`src/rtl/div_pkg.sv`:
```
// rtl/div_pkg.sv - shared width, counter width and FSM state type for the divider
package div_pkg;
  localparam int DIV_WIDTH = 32;
  localparam int CNT_W     = 5;

  typedef enum logic [1:0] {
    IDLE = 2'd0,
    CALC = 2'd1,
    FIN  = 2'd2
  } state_t;
endpackage

```
`src/rtl/div_step.sv`:
```
// rtl/div_step.sv - one combinational restoring shift-subtract step
module div_step #(
  parameter int WIDTH = 32
) (
  input  logic [WIDTH-1:0] rem_in,
  input  logic [WIDTH-1:0] divisor,
  input  logic             bit_in,
  output logic [WIDTH-1:0] rem_out,
  output logic             q_bit
);
  logic [WIDTH:0] shifted;
  logic [WIDTH:0] diff;

  // rem_in < divisor, so the difference always fits WIDTH+1 bits signed
  assign shifted = {rem_in, bit_in};
  assign diff    = shifted - {1'b0, divisor};
  assign q_bit   = ~diff[WIDTH];
  assign rem_out = q_bit ? diff[WIDTH-1:0] : shifted[WIDTH-1:0];
endmodule

```
`src/rtl/div_32bit.sv`:
```
// rtl/div_32bit.sv - iterative restoring divider, one bit per cycle; DIV_SIGNED_EN selects signed operands
module div_32bit
  import div_pkg::*;
#(
  parameter int WIDTH = DIV_WIDTH
) (
  input  logic             clk,
  input  logic             rst_n,
  input  logic             start,
  input  logic [WIDTH-1:0] dividend,
  input  logic [WIDTH-1:0] divisor,
  output logic             busy,
  output logic             done,
  output logic [WIDTH-1:0] quotient,
  output logic [WIDTH-1:0] remainder,
  output logic             div_by_zero
);
  localparam logic [CNT_W-1:0] LAST = CNT_W'(WIDTH - 1);

  state_t           state;
  logic [CNT_W-1:0] cnt;
  logic [WIDTH-1:0] acc_rem;
  logic [WIDTH-1:0] acc_quo;
  logic [WIDTH-1:0] dvs;
  logic [WIDTH-1:0] dvd_mag;
  logic [WIDTH-1:0] dvs_mag;
  logic [WIDTH-1:0] step_rem;
  logic             step_q;
  logic [WIDTH-1:0] q_raw;
  logic [WIDTH-1:0] q_fix;
  logic [WIDTH-1:0] r_fix;

  // acc_quo shifts the dividend out of its top while quotient bits enter at the bottom
  div_step #(.WIDTH(WIDTH)) u_step (
    .rem_in  (acc_rem),
    .divisor (dvs),
    .bit_in  (acc_quo[WIDTH-1]),
    .rem_out (step_rem),
    .q_bit   (step_q)
  );

  assign q_raw = {acc_quo[WIDTH-2:0], step_q};

`ifdef DIV_SIGNED_EN
  logic neg_q;
  logic neg_r;
  assign dvd_mag = dividend[WIDTH-1] ? -dividend : dividend;
  assign dvs_mag = divisor[WIDTH-1] ? -divisor : divisor;
  assign q_fix   = neg_q ? -q_raw : q_raw;
  assign r_fix   = neg_r ? -step_rem : step_rem;
`else
  assign dvd_mag = dividend;
  assign dvs_mag = divisor;
  assign q_fix   = q_raw;
  assign r_fix   = step_rem;
`endif

  assign busy = (state == CALC);
  assign done = (state == FIN);

  always_ff @(posedge clk or negedge rst_n) begin
    if (!rst_n) begin
      state       <= IDLE;
      cnt         <= '0;
      acc_rem     <= '0;
      acc_quo     <= '0;
      dvs         <= '0;
      quotient    <= '0;
      remainder   <= '0;
      div_by_zero <= 1'b0;
`ifdef DIV_SIGNED_EN
      neg_q       <= 1'b0;
      neg_r       <= 1'b0;
`endif
    end else begin
      case (state)
        IDLE, FIN: begin
          if (start) begin
            if (divisor == '0) begin
              quotient    <= '1;
              remainder   <= dividend;
              div_by_zero <= 1'b1;
              state       <= FIN;
            end else begin
              acc_rem     <= '0;
              acc_quo     <= dvd_mag;
              dvs         <= dvs_mag;
              cnt         <= '0;
              div_by_zero <= 1'b0;
`ifdef DIV_SIGNED_EN
              neg_q       <= dividend[WIDTH-1] ^ divisor[WIDTH-1];
              neg_r       <= dividend[WIDTH-1];
`endif
              state       <= CALC;
            end
          end else begin
            state <= IDLE;
          end
        end
        CALC: begin
          acc_rem <= step_rem;
          acc_quo <= q_raw;
          cnt     <= cnt + 1'b1;
          // results are published only on the last step, so nothing partial leaks out
          if (cnt == LAST) begin
            quotient  <= q_fix;
            remainder <= r_fix;
            state     <= FIN;
          end
        end
        default: state <= IDLE;
      endcase
    end
  end
endmodule

```
`config.mk`:
```
export PLATFORM = sky130hd
export DESIGN_NAME = div_32bit
export DESIGN_NICKNAME = d
export VERILOG_FILES = /design/src/rtl/div_pkg.sv /design/src/rtl/div_step.sv /design/src/rtl/div_32bit.sv
export SDC_FILE = /design/constraint.sdc
export NUM_CORES = 1
export LEC_CHECK = 0
export CAP_MARGIN = 25
export CORE_MARGIN = 10
export CORE_UTILIZATION = 39
export CTS_CLUSTER_SIZE = 20
export DETAILED_ROUTE_END_ITERATION = 12
export GPL_TIMING_DRIVEN = 0
export RECOVER_POWER = 100
export SLEW_MARGIN = 20
export SYNTH_ARGS = -nofsm -noshare
export SYNTH_HDL_FRONTEND = slang
export SYNTH_HIERARCHICAL = 1
export SYNTH_SLANG_ARGS = --single-unit
```
`constraint.sdc`:
```
create_clock -name clk -period 3.6 [get_ports clk]
set_input_delay 0.72 -clock clk [delete_from_list [all_inputs] [get_ports clk]]
set_output_delay 0.72 -clock clk [all_outputs]
set_load 0.02 [all_outputs]
```
==> impl_results.md <==
* Run status: finished, violations left
* Failing checks: capacitance limit, slew limit, setup timing
* IO Port Bufs at 133
* ANT nets after route at 0
* Vias in the first global route at 8949
* Seq cells post-synth at 168
* Count leader, synth: dfrtp_1
* Synth area leader: dfrtp_1
* Yosys warns at 6
* Multi-input logic area at 5510 µm²
* Max stage delay cell, worst path: dfrtp_2
* Setup ws final at -149 ps
* Root Driver: clkbuf_16
* Tmin final at 3750 ps
* CTS tree: built
* Peak VDD IR at 0.750 mV
* Critical Path RT at 3910 ps
* Largest net degree at the start of global routing at 91
* Placed wire-length estimate at 23800 µm
* Number of synthesized flops with an enable pin at 0
* CP startpoint kind: register
* Ant. Diodes at 0
* Hold Crit Class: reg -> reg
* Initial antenna violation count at 0
* Worst-path clk slew at 70 ps
* Hold EP: div_by_zero
* Area Overhead vs Synth at 24.4%
* Layout Nets at 1358
* Setup WS pre-CTS at -565 ps
* Max_cap viols at 1
* Initial drt markers at 756
* Num rows at 59
* Reg2reg start: acc_quo[31]
* H-tree depth at 4
* Rel. slew slack at -36.9%
* Fin area at 12800 µm²
* First-pass GRT wire length at 49800 µm
* GP Congestion at 0.847
* Initial core utilization at 39.5%
* Seq. cell area at 4210 µm²
* Sequential-to-total area share from yosys stat at 41.0%
* R2R depth at 17
* Cell area after synthesis at 10300 µm²
* Slew Limit Fails at 80
* Die area at 33200 µm²
* Yosys cell types at 70
* Post-synth top area share at 41.0%
* WL per Instance at 19.5 µm
* Drt total wl at 31300 µm
* WP data arrival at 4060 ps
* Gr ovfl total at 0
* Crit path top cell by count: o2111ai_2
* Max stage delay on crit path at 410 ps
* Worst Tran Pin Value at 2050 ps
* Post-route core utilization at 49.2%
* CP endpoint kind: register
* Overall Global Routing Usage at 18.6%
* I/O pin count at 134
* Layout Skew at 12.7 ps
* Layout cells sized above 1 at 13.6%
* Reg2reg setup slack at -150 ps
* Die height at 182 µm
* Top post-synthesis cells by area: dfrtp_1 (41%), mux2_2 (5.8%), o21ai_0 (4.2%)
* CP Cell Sequence: inv_2 > ha_4 > fa_2 > and2b_2 > o2111ai_2 > a21oi_2 > o2111ai_2 > a211oi_2 > nor2_4 > mux2i_4 > and2_4 > inv_12 > buf_6 > mux2_4 > mux2_2 > a22oi_2 > o211ai_1
* Setup Crit Path Kind: reg -> reg
* Placed cell area at 12100 µm²
* Mapped Cells at 1096
* Worst r2r dst: remainder[3]
* Worst-Skew Late Latency at 440 ps
* Maximum clock path buffer count at 2
* Post-Syn Nets at 1198
* Cts bufs inserted at 17
* Asr flop ratio synth at 100%
* Power density cells at 1100 nW/µm²
* Core box area at 26000 µm²
* Min-Delay Path Depth at 2
* Avg Inst Size Synth at 9.37 µm²
* Main synth FF type: dfrtp_1
* Final Hold Slack at 494 ps
* Tcrit/Tclk final at 104%
* First drt pass iteration count at 5
* RSZ-0062 raised after global routing: true
* Post-DR vias/cell at 5.57
* Final Hold Viols at 0
* Synth cell count leaders: dfrtp_1 (168), nor2_1 (107), nand2_1 (92), o21ai_0 (86), inv_1 (58)
* Final setup fails at 29
* Die width at 182 µm
* P_leak at 5.39 nW
* CTS Hold Bufs at 0
* Number of fillers in the final layout at 2545
* Total number of vias at 8932
* Worst Path Max Fanout at 4
* # DRC at 0
* Max Clk Rate at 267 MHz
* Hold wc startpoint: div_by_zero
* Num Clock Sinks at 168
## through the flow
step                      power (mW)  TNS (ps)  std cells
after CTS                       14.1     -7140       1604
after detailed placement        11.8    -16440       1565
after global placement          11.7   -953690       1564
after floorplan                 9.59         0       1096
final                           14.1     -2470       1604
after global routing            15.2    -22530       1604
## worst max path at each step
stage                start  slack (ps)             to  cells past startpoint
3_5_place_dp   acc_quo[31]        -570   remainder[9]                     18
3_3_place_gp         rst_n       -5610         dvs[3]                      1
6_report       acc_quo[31]        -150   remainder[3]                     17
5_1_grt              rst_n        -260    acc_quo[31]                      2
2_1_floorplan  acc_quo[31]           4   remainder[9]                     18
4_1_cts        acc_quo[31]        -290  remainder[13]                     17
## state kept, by name, summed over array words and instances, names as in the netlist
name,count
acc_quo,32
acc_rem,32
cnt,5
div_by_zero,1
dvs,32
quotient,32
remainder,32
state,2
## layout make-up
type | count | share of cell area [%]
inverters | 59 | 1.83
well taps | 335 | 3.28
repair buffers | 144 | 11.2
clock inverters | 15 | 1.28
clock buffers | 17 | 3.33
flip-flops and latches | 168 | 32.9
plain buffers | 79 | 2.97
multi-input cells | 787 | 43.2
## worst max-delay path, delay by kind of cell (launching register included)
| kind | cells | cell delay [ps] |
|---|---|---|
| buf+inv | 3 | 260 |
| fa+ha+maj | 2 | 500 |
| mux | 3 | 790 |
| flops | 1 | 410 |
| compound gates | 6 | 1110 |
| simple gates | 3 | 540 |
## cells in the final DEF (no fill, tap or decap), drive strengths merged, types with 33 or more instances in the layout
cell type and n:
a21oi 57, clkbuf 76, clkdlybuf4s50 65, dfrtp 168, dlygate4sd3 67, ha 34, inv 65, mux2 77
nand2 92, nand2b 38, nor2 108, o21ai 89, o311a 33
## power breakdown
| group | switching [mW] | leakage, nW | internal [mW] |
|---|---|---|---|
| registers | 0.532 | 1.81 | 2.69 |
| clock network | 0.856 | 0.285 | 1.04 |
| logic | 4.73 | 3.29 | 4.23 |
| total | 6.12 | 5.39 | 7.95 |
## routing by layer
metal	part of all wire, %	track usage, %	routed length, µm	vias to the layer above
met5	0	0	0	-
met4	1.5	4.88	484	0
met3	5.2	3.80	1630	29
met2	48	30.1	14900	215
met1	46	24.6	14300	4414
li1	-	-	-	4274
## cells by family after synthesis
| group | after synthesis | synth area share [%] |
|---|---|---|
| muxes | 89 | 10.4 |
| buffers and inverters | 141 | 6.42 |
| AOI/OAI and AO/OA | 311 | 20.5 |
| adders and majority gates | 35 | 4.34 |
| DFF | 168 | 41.0 |
| and+or+nand+nor | 325 | 15.0 |
| xor gates and xnor gates | 27 | 2.30 |
## what timing repair did
action / in CTS / in global routing
cloned: 1 / 0
buffers inserted: 8 / 1
endpoints found under the setup margin: 55 / 61
resized for setup: 29 / 7
pin swaps: 20 / 18
No activity file was read; power rests on OpenSTA's default activity.
